`config.mk`:
```
export PLATFORM = sky130hd
export DESIGN_NAME = uart_tx_flat
export DESIGN_NICKNAME = d
export VERILOG_FILES = /design/src/rtl/uart_pkg.sv /design/src/rtl/uart_tx_if.sv /design/src/rtl/uart_parity_calc.sv /design/src/rtl/uart_tx.sv /design/src/flat_wrapper.sv
export SDC_FILE = /design/constraint.sdc
export NUM_CORES = 1
export LEC_CHECK = 0
export CORE_MARGIN = 2
export CORE_UTILIZATION = 52
export DETAILED_ROUTE_END_ITERATION = 6
export HOLD_SLACK_MARGIN = 0.08
export PLACE_DENSITY = 0.75
export SYNTH_ARGS = -nofsm -noshare
export SYNTH_HDL_FRONTEND = slang
export SYNTH_SLANG_ARGS = --single-unit
export TNS_END_PERCENT = 30
```
`constraint.sdc`:
```
create_clock -name CLK -period 2.9 [get_ports CLK]
set_input_delay 0.58 -clock CLK [delete_from_list [all_inputs] [get_ports CLK]]
set_output_delay 0.58 -clock CLK [all_outputs]
set_load 0.02 [all_outputs]
```
`src/rtl/uart_pkg.sv`:
```
// Shared UART definitions used by the transmitter and reusable by the receiver:
// FSM state encoding, parity-type and line-level constants, and the parity
// helper function used by uart_parity_calc.
package uart_pkg;

  // Widest data word any UART block in this family supports.
  localparam int MAX_DATA_WIDTH = 9;

  // Frame-sequencing states. STOP2 is only reachable when the second stop bit
  // is compiled in (UART_TX_STOP2_EN).
  typedef enum logic [2:0] {
    IDLE   = 3'd0,
    START  = 3'd1,
    DATA   = 3'd2,
    PARITY = 3'd3,
    STOP   = 3'd4,
    STOP2  = 3'd5
  } uart_state_e;

  // Parity selection as carried on PAR_TYP.
  localparam logic PAR_EVEN = 1'b0;
  localparam logic PAR_ODD  = 1'b1;

  // Mark level: the line rests here between frames and during stop bits.
  localparam logic UART_IDLE = 1'b1;

  // Parity over a zero-extended word. Zero padding does not change the XOR,
  // so callers with narrower words simply extend to MAX_DATA_WIDTH.
  function automatic logic parity_bit(input logic [MAX_DATA_WIDTH-1:0] word,
                                      input logic                      par_typ);
    logic even_s;
    even_s = ^word;
    if (par_typ == PAR_ODD) begin
      return ~even_s;
    end else begin
      return even_s;
    end
  endfunction

endpackage : uart_pkg

```
`src/rtl/uart_tx_if.sv`:
```
// Request/serial-line bundle between the register-file/FIFO side (master)
// and the UART transmitter (slave).
interface uart_tx_if #(
  parameter int DATA_WIDTH = 8
);

  logic [DATA_WIDTH-1:0] P_DATA;
  logic                  Data_Valid;
  logic                  PAR_EN;
  logic                  PAR_TYP;
  logic                  TX_OUT;
  logic                  busy;

  // Upstream side: presents words and watches busy before the next request.
  modport master (
    output P_DATA,
    output Data_Valid,
    output PAR_EN,
    output PAR_TYP,
    input  TX_OUT,
    input  busy
  );

  // Transmitter side: consumes requests, drives the line and busy.
  modport slave (
    input  P_DATA,
    input  Data_Valid,
    input  PAR_EN,
    input  PAR_TYP,
    output TX_OUT,
    output busy
  );

endinterface : uart_tx_if

```
`src/rtl/uart_parity_calc.sv`:
```
// Combinational parity generator: XOR-reduce of the data word, inverted for
// odd parity. Kept as its own block so the receiver can reuse it for checking.
module uart_parity_calc
  import uart_pkg::*;
#(
  parameter int DATA_WIDTH = 8
) (
  input  logic [DATA_WIDTH-1:0] data,
  input  logic                  par_typ,
  output logic                  parity
);

  logic [MAX_DATA_WIDTH-1:0] word_ext_s;

  // Zero-extend the word to the helper's fixed width and evaluate parity.
  always_comb begin
    word_ext_s                 = '0;
    word_ext_s[DATA_WIDTH-1:0] = data;
    parity                     = parity_bit(word_ext_s, par_typ);
  end

endmodule : uart_parity_calc

```
`src/rtl/uart_tx.sv`:
```
// UART transmitter. One CLK period is one bit period. A single-cycle
// Data_Valid in IDLE latches the word and parity settings and starts a frame:
// start bit, DATA_WIDTH data bits LSB first, optional parity, stop bit(s).
// Requests arriving while busy are dropped.
//
// Build option: define UART_TX_STOP2_EN to append a second stop bit (STOP2
// state); without it the frame has a single stop bit.
module uart_tx
  import uart_pkg::*;
#(
  parameter int DATA_WIDTH = 8
) (
  input logic      CLK,
  input logic      RST,
  uart_tx_if.slave bus
);

  // Counter is sized to index the last data bit; a 1-bit word still needs
  // one counter bit.
  localparam int                CNT_W    = (DATA_WIDTH > 1) ? $clog2(DATA_WIDTH) : 1;
  localparam logic [CNT_W-1:0] CNT_LAST = CNT_W'(DATA_WIDTH - 1);
  localparam logic [CNT_W-1:0] CNT_ONE  = CNT_W'(1);

  uart_state_e           state_r;
  logic [DATA_WIDTH-1:0] data_r;
  logic                  par_en_r;
  logic                  par_typ_r;
  logic [CNT_W-1:0]      cnt_r;
  logic                  tx_out_r;
  logic                  busy_r;

  logic                  parity_s;
  logic [CNT_W-1:0]      cnt_next_s;

  // Parity is derived from the latched word and type, so upstream changes
  // after accept cannot disturb the frame in flight.
  uart_parity_calc #(
    .DATA_WIDTH (DATA_WIDTH)
  ) u_parity_calc (
    .data    (data_r),
    .par_typ (par_typ_r),
    .parity  (parity_s)
  );

  assign cnt_next_s = cnt_r + CNT_ONE;

  // Frame sequencer: every edge drives the bit for the following period, so
  // the line value and busy are both registered and change only on CLK.
  always_ff @(posedge CLK or negedge RST) begin
    if (!RST) begin
      state_r   <= IDLE;
      data_r    <= '0;
      par_en_r  <= 1'b0;
      par_typ_r <= PAR_EVEN;
      cnt_r     <= '0;
      tx_out_r  <= UART_IDLE;
      busy_r    <= 1'b0;
    end else begin
      case (state_r)
        IDLE: begin
          if (bus.Data_Valid) begin
            data_r    <= bus.P_DATA;
            par_en_r  <= bus.PAR_EN;
            par_typ_r <= bus.PAR_TYP;
            tx_out_r  <= 1'b0;
            busy_r    <= 1'b1;
            state_r   <= START;
          end else begin
            tx_out_r  <= UART_IDLE;
            busy_r    <= 1'b0;
            state_r   <= IDLE;
          end
        end

        START: begin
          // Start bit is on the line; queue data bit 0 and arm the counter.
          tx_out_r <= data_r[0];
          cnt_r    <= '0;
          state_r  <= DATA;
        end

        DATA: begin
          if (cnt_r == CNT_LAST) begin
            if (par_en_r) begin
              tx_out_r <= parity_s;
              state_r  <= PARITY;
            end else begin
              tx_out_r <= UART_IDLE;
              state_r  <= STOP;
            end
          end else begin
            tx_out_r <= data_r[cnt_next_s];
            cnt_r    <= cnt_next_s;
            state_r  <= DATA;
          end
        end

        PARITY: begin
          tx_out_r <= UART_IDLE;
          state_r  <= STOP;
        end

        STOP: begin
`ifdef UART_TX_STOP2_EN
          // Second mark bit; busy covers it too.
          tx_out_r <= UART_IDLE;
          busy_r   <= 1'b1;
          state_r  <= STOP2;
`else
          tx_out_r <= UART_IDLE;
          busy_r   <= 1'b0;
          state_r  <= IDLE;
`endif
        end

`ifdef UART_TX_STOP2_EN
        STOP2: begin
          tx_out_r <= UART_IDLE;
          busy_r   <= 1'b0;
          state_r  <= IDLE;
        end
`endif

        default: begin
          // Unreachable encodings recover to a quiet line.
          tx_out_r <= UART_IDLE;
          busy_r   <= 1'b0;
          state_r  <= IDLE;
        end
      endcase
    end
  end

  assign bus.TX_OUT = tx_out_r;
  assign bus.busy   = busy_r;

endmodule : uart_tx

```
`src/flat_wrapper.sv`:
```
// flat-port wrapper written by rule: the top's interface ports become plain ports
module uart_tx_flat import uart_pkg::*;
#(
  parameter int DATA_WIDTH = 8
)
  (CLK, RST, bus_P_DATA, bus_Data_Valid, bus_PAR_EN, bus_PAR_TYP, bus_TX_OUT, bus_busy);
  uart_tx_if #(.DATA_WIDTH(DATA_WIDTH)) bus_i ();
  input logic CLK;
  input logic RST;
  input wire logic [$bits(bus_i.P_DATA)-1:0] bus_P_DATA;
  input wire logic [$bits(bus_i.Data_Valid)-1:0] bus_Data_Valid;
  input wire logic [$bits(bus_i.PAR_EN)-1:0] bus_PAR_EN;
  input wire logic [$bits(bus_i.PAR_TYP)-1:0] bus_PAR_TYP;
  output wire logic [$bits(bus_i.TX_OUT)-1:0] bus_TX_OUT;
  output wire logic [$bits(bus_i.busy)-1:0] bus_busy;
  assign bus_i.P_DATA = bus_P_DATA;
  assign bus_i.Data_Valid = bus_Data_Valid;
  assign bus_i.PAR_EN = bus_PAR_EN;
  assign bus_i.PAR_TYP = bus_PAR_TYP;
  assign bus_TX_OUT = bus_i.TX_OUT;
  assign bus_busy = bus_i.busy;
  uart_tx #(.DATA_WIDTH(DATA_WIDTH)) u_core (.CLK(CLK), .RST(RST), .bus(bus_i));
endmodule
```
=== Word-level counts from Yosys, hierarchy flattened ===
Cells that the tools add are included.

* Register bits: 18
* Bits in latches: 0
* Bits in writable memories: 0
* Bits in read-only memories: 0
* Input port bits: 13
* Memories: 0

* Add/subtract/negate cells: 1
* Multipliers: 0
* Divide/modulo/power cells: 0
* Magnitude comparators: 1
* Eq/ne operators: 5
* Shifts and indexed selects: 0
* Mux-type cells: 15
* Bitwise logic cells: 1
* Reduce and logical (&&, ||, !) cells: 6

{| class="wikitable"
|+ Operators by type and width
! operator !! number
|-
| case mux 3 bit (4 select lines) || 1
|-
| two-way mux 3 bit || 3
|-
| parity 9 bit || 1
|-
| two-way mux 1 bit || 7
|-
| == test 3 x 2 -> 1 bit (second input constant) || 2
|-
| case mux 3 bit (2 select lines) || 1
|-
| < comparator 3 x 4 -> 1 bit (second input constant) || 1
|-
| AND reduction 2 bit || 2
|-
| adder 3 x 1 -> 3 bit (second input constant) || 1
|-
| binary-select mux 1 bit (select 3 bit) || 1
|-
| == test 3 x 1 -> 1 bit (second input constant) || 1
|-
| == test 3 bit (second input constant) || 1
|-
| logical NOT 3 bit || 1
|-
| case mux 1 bit (3 select lines) || 1
|-
| OR reduction 3 bit || 1
|-
| inequality test 2 bit (second input constant) || 1
|-
| case mux 1 bit (2 select lines) || 1
|-
| nonzero test 2 bit || 1
|-
| NOT 1 bit || 1
|}

=== Logic depth before layout (Yosys ltp) ===
* Depth after elaboration: 6
* Mapped depth: 6
* Gate-level depth less buffers: 6

=== By module ===
Synthesis repeated with hierarchy kept, for this count alone.

* Cell total of the unflattened synthesis: 79
* Area, all modules: 980.9 sq um

{| class="wikitable"
|+ Modules (own cells, without submodules)
! module !! times used !! cells each !! area an instance (sq um) !! sequential area each (sq um)
|-
| uart_tx || 1 || 72 || 898.4 || 451.7
|-
| uart_parity_calc || 1 || 7 || 82.6 || 0.0
|}

=== Worst setup path before layout ===
OpenSTA, ideal clock, no wires.

* Kind: register to register
* Start: register u_core.cnt_r[0]
* End: register u_core.tx_out_r (netlist: u_core.bus.TX_OUT)
* Setup time: 0.081 ns
* Arrival: 1.944 ns
* Required time: 2.819 ns
* Slack: 0.875 ns
* Stages on the path, launching flop included: 7
* Path buffers: 0
* Period minus slack after synthesis: 2.025 ns
* Cell sequence: dfrtp_1 -> ha_1 -> ha_1 -> mux2_2 -> mux4_2 -> o21ai_1 -> a21oi_2

* Word-level cells in the longest chain between the ends: 5
* Elaborated cells on any way between the ends: 6

{| class="wikitable"
|+ Ends and longest elaborated chain
! what !! RTL line !! RTL
|-
| from (decl) || uart_tx.sv:28 || <nowiki>logic [CNT_W-1:0] cnt_r;</nowiki>
|-
| from (signal assigned) || uart_tx.sv:93 || <nowiki>cnt_r <= cnt_next_s;</nowiki>
|-
| adder 3 x 1 -> 3 bit || uart_tx.sv:45 || <nowiki>assign cnt_next_s = cnt_r + CNT_ONE;</nowiki>
|-
| binary-select mux 1 bit (select 3 bit) || uart_tx.sv:92 || <nowiki>tx_out_r <= data_r[cnt_next_s];</nowiki>
|-
| two-way mux 1 bit (not written as such) || uart_tx.sv:92 ||
|-
| two-way mux 1 bit * || uart_tx.sv:83 || <nowiki>if (cnt_r == CNT_LAST) begin</nowiki>
|-
| case mux 1 bit (3 select lines) * || uart_tx.sv:59 || <nowiki>case (state_r)</nowiki>
|-
| to (signal assigned) || uart_tx.sv:77 || <nowiki>tx_out_r <= data_r[0];</nowiki>
|-
| to (signal assigned) || uart_tx.sv:85 || <nowiki>tx_out_r <= parity_s;</nowiki>
|-
| to (signal assigned) || uart_tx.sv:92 ||
|-
| to (decl) || uart_tx.sv:29 || <nowiki>logic tx_out_r;</nowiki>
|}

Every way passes the cells marked *; elsewhere a longest branch is shown, timed or not. The select of a mux whose other input is x is not followed.
A chain may end at the register's enable or synchronous reset.

=== Worst setup path in the final report ===
Ends and elaborated chain as after synthesis.

==> metrics.cfg <==
[pwr]
power.total_mw=1.38
sequential_power_share=0.380
combinational_share_of_power=0.509
power_frac_clock=0.111
power_report.internal_total_mw=0.911
irDropWorstVdd_uv=670
p_sw_frac=0.340
power_per_cell_area_nw_per_um2=1160
total_switching_power_mw=0.470
power.static_leakage_nw=0.506

[clock_tree]
cts_buffers=3
cts-htree-levels=1
clock-sinks=18
cts_hold_buffers=0
cts_tree=yes
cts.repair_timing.setup_buffer_count=0
post_cts_resize_count=0
cts.clk_slew.worst_paths_ns=0.11
cts_buffer_depth=2
cts_root_buf=clkbuf_4
clock_latency_ns=0.29

[routing]
met3RoutedLength_um=64
highest-signal-layer=met4
detail-route-antenna-nets=0
route.detailed.vias_per_inst=5.63
drt-total-wl_um=1690
drt_met1_wl_um=822
drc=0
first_pass_iters=4
via_count=676
wl_met2_um=781
post_drt_wl_per_cell_um=14.1
initialDrtViolationCount=13

[floorplan]
floorplan.die.height_um=47.7
io-pin-count=15
die_area_um2=2270
die_w_um=47.7
initial_utilization=0.562
core_area_um2=1760
std_cell_rows=15

[timing]
finalHoldViolCount=0
timing.max_slew.rel_slack=0.461
clock_skew_ns=0.00648
grt_setup_unrepaired=false
final-max-slew-violation-count=0
finalSetupViolCount=0
timing.setup.tns_ns=0
final_period_minus_worst_setup_slack_ns=2.17
final_min_period_over_clock_period=0.748
fmaxAchievable_ghz=0.461
tightestPinTransition_ns=0.806

[placement]
place.port_buffers=14
gp_congestion=0.814
dpl.hpwl_um=1290
placement.cell_area_um2=1160

[grt]
grtUsageTotal=0.184
number_of_antenna_violations_at_the_first_check_in_global_routing=0
grt_max_degree=19
global_route_wire_length_before_repair_um=2850
globalRouteOverflowTotal=0
first_global_vias=661

[finish]
register_area_um2=452
final_nets=111
mostFrequentLayoutCell=dfrtp_1
final_layout_size_suffix_gt1_frac=0.232
postLayoutCoreUtil=0.678
areaGrowthSynthToFinish_pct=20.6
design_area_um2=1200
layout.cells.most_common_list=dfrtp_1, clkdlybuf4s50_1, mux2_2
filler_cell_count=154
combined_area_of_the_multi_input_logic_cells_um2=522
num_antenna_cells=0

[status]
run_status=completed

[worst_setup_path]
crit_fanout=5
critPathLaunchType=register
timing.critical_path.to_type=register
worst-r2r-setup-slack_ns=0.73
regToRegStartpoint=u_core.cnt_r[0]
reg2reg_to=u_core.bus.TX_OUT
worst-setup-path-type=reg -> reg
timing.reg2reg.worst_path_depth=6
arr_time_crit_path_ns=2.39
crit_start=u_core.cnt_r[0]
cp.required_ns=3.12

[yosys]
yosys_register_bits=18
ys_types=30
syn-mean-instance-area_um2=12.4
net_count_after_synthesis=95
seq_area_frac_synth=0.455
synth_top_area_cell=dfrtp_1
fraction_of_synthesized_cell_area_taken_by_the_top_area_cell_type=0.429
yosys_warnings=0
yosys-top-cells-area=dfrtp_1, mux2_2, xnor3_1
syn_inst=80
syn-cell-area_um2=992

[min_path]
hold_path_end=u_core.par_typ_r
min-delay-start=u_core.par_typ_r
hold_crit_depth=1
worstHoldPathType=reg -> reg

[flow_run]
max_cap_viol_count=0

## metal layers
metal	global-route usage	up-vias
met3	0.0340	4
met1	0.250	328
li1	-	327
met4	0.0649	0
met2	0.296	17
met5	0	-
## logic make-up after synthesis
family | count (synthesis) | synth area share
multiplexers | 16 | 0.193
AND/OR/NAND/NOR | 13 | 0.0757
buffers and inverters | 6 | 0.0252
XOR/XNOR | 6 | 0.0958
adder cells (fa/ha/maj) | 2 | 0.0252
flip-flops | 18 | 0.455
AO/OA/AOI/OAI | 19 | 0.130
## sequential cells by signal (all words and copies together) (netlist names)
name	flops
u_core.par_en_r	1
u_core.bus.TX_OUT	1
u_core.data_r	8
u_core.par_typ_r	1
u_core.cnt_r	3
u_core.state_r	3
u_core.bus.busy	1
## worst max-delay path: stages, from the launching register on
cell     delay (ns)
dfrtp_1        0.44
ha_1           0.22
ha_1           0.37
mux2_1         0.35
mux4_2         0.47
o21ai_1        0.17
a21oi_2        0.08
## how the worst max path moves through the flow
| stage | endpoint | cells after the start | slack (ns) |
|---|---|---|---|
| finish | u_core.bus.TX_OUT | 6 | 0.73 |
| floorplan | u_core.bus.TX_OUT | 6 | 0.88 |
| CTS | u_core.bus.TX_OUT | 6 | 0.72 |
| global route | u_core.bus.TX_OUT | 6 | 0.68 |
| global placement | u_core.bus.TX_OUT | 6 | 0.75 |
| detailed placement | u_core.bus.TX_OUT | 6 | 0.73 |
## power by group through the flow
stage                     logic [mW]  clock network, mW  registers, mW
after floorplan                0.585                  0          0.483
after global placement         0.683                  0          0.525
after detailed placement       0.704                  0          0.530
after CTS                      0.711              0.157          0.524
after global routing           0.766              0.168          0.546
final                          0.704              0.153          0.525
## layout make-up
cell class                 count  area share
multi-input combinational     56       0.436
sequential                    18       0.378
timing repair buffer          15       0.123
clock buffer                   4      0.0303
tap                           25      0.0262
inverter                       2     0.00628
## cell usage after synthesis
| cell | number |
|---|---|
| dfstp_2 | 1 |
| mux2_1 | 3 |
| nor2_1 | 1 |
| xor2_1 | 1 |
| nor3b_1 | 1 |
| nand2_1 | 3 |
| a2111oi_0 | 2 |
| or2_2 | 1 |
| or3b_1 | 1 |
| nor4b_1 | 1 |
| a31oi_1 | 1 |
| clkbuf_1 | 2 |
| a21oi_2 | 1 |
| mux2_2 | 12 |
| xnor3_1 | 2 |
| a21oi_1 | 5 |
| inv_1 | 2 |
| nor3_1 | 2 |
| buf_2 | 2 |
| o21bai_1 | 1 |
| nand2b_1 | 1 |
| dfrtp_1 | 17 |
| nor2b_1 | 2 |
| xor3_1 | 1 |
| o21ai_1 | 1 |
| xnor2_1 | 2 |
| o21ai_0 | 3 |
| a22o_1 | 5 |
| mux4_2 | 1 |
| ha_1 | 2 |
## metrics by stage
step / instances / hold slack [ns] / worst slack (ns)
final: 120 / 0.539 / 0.732
after global routing: 120 / 0.573 / 0.676
after CTS: 120 / 0.543 / 0.718
after detailed placement: 116 / 0.520 / 0.734
after global placement: 116 / 0.517 / 0.751
after floorplan: 80 / 0.284 / 0.875
Power figures use the tool's default switching activity.
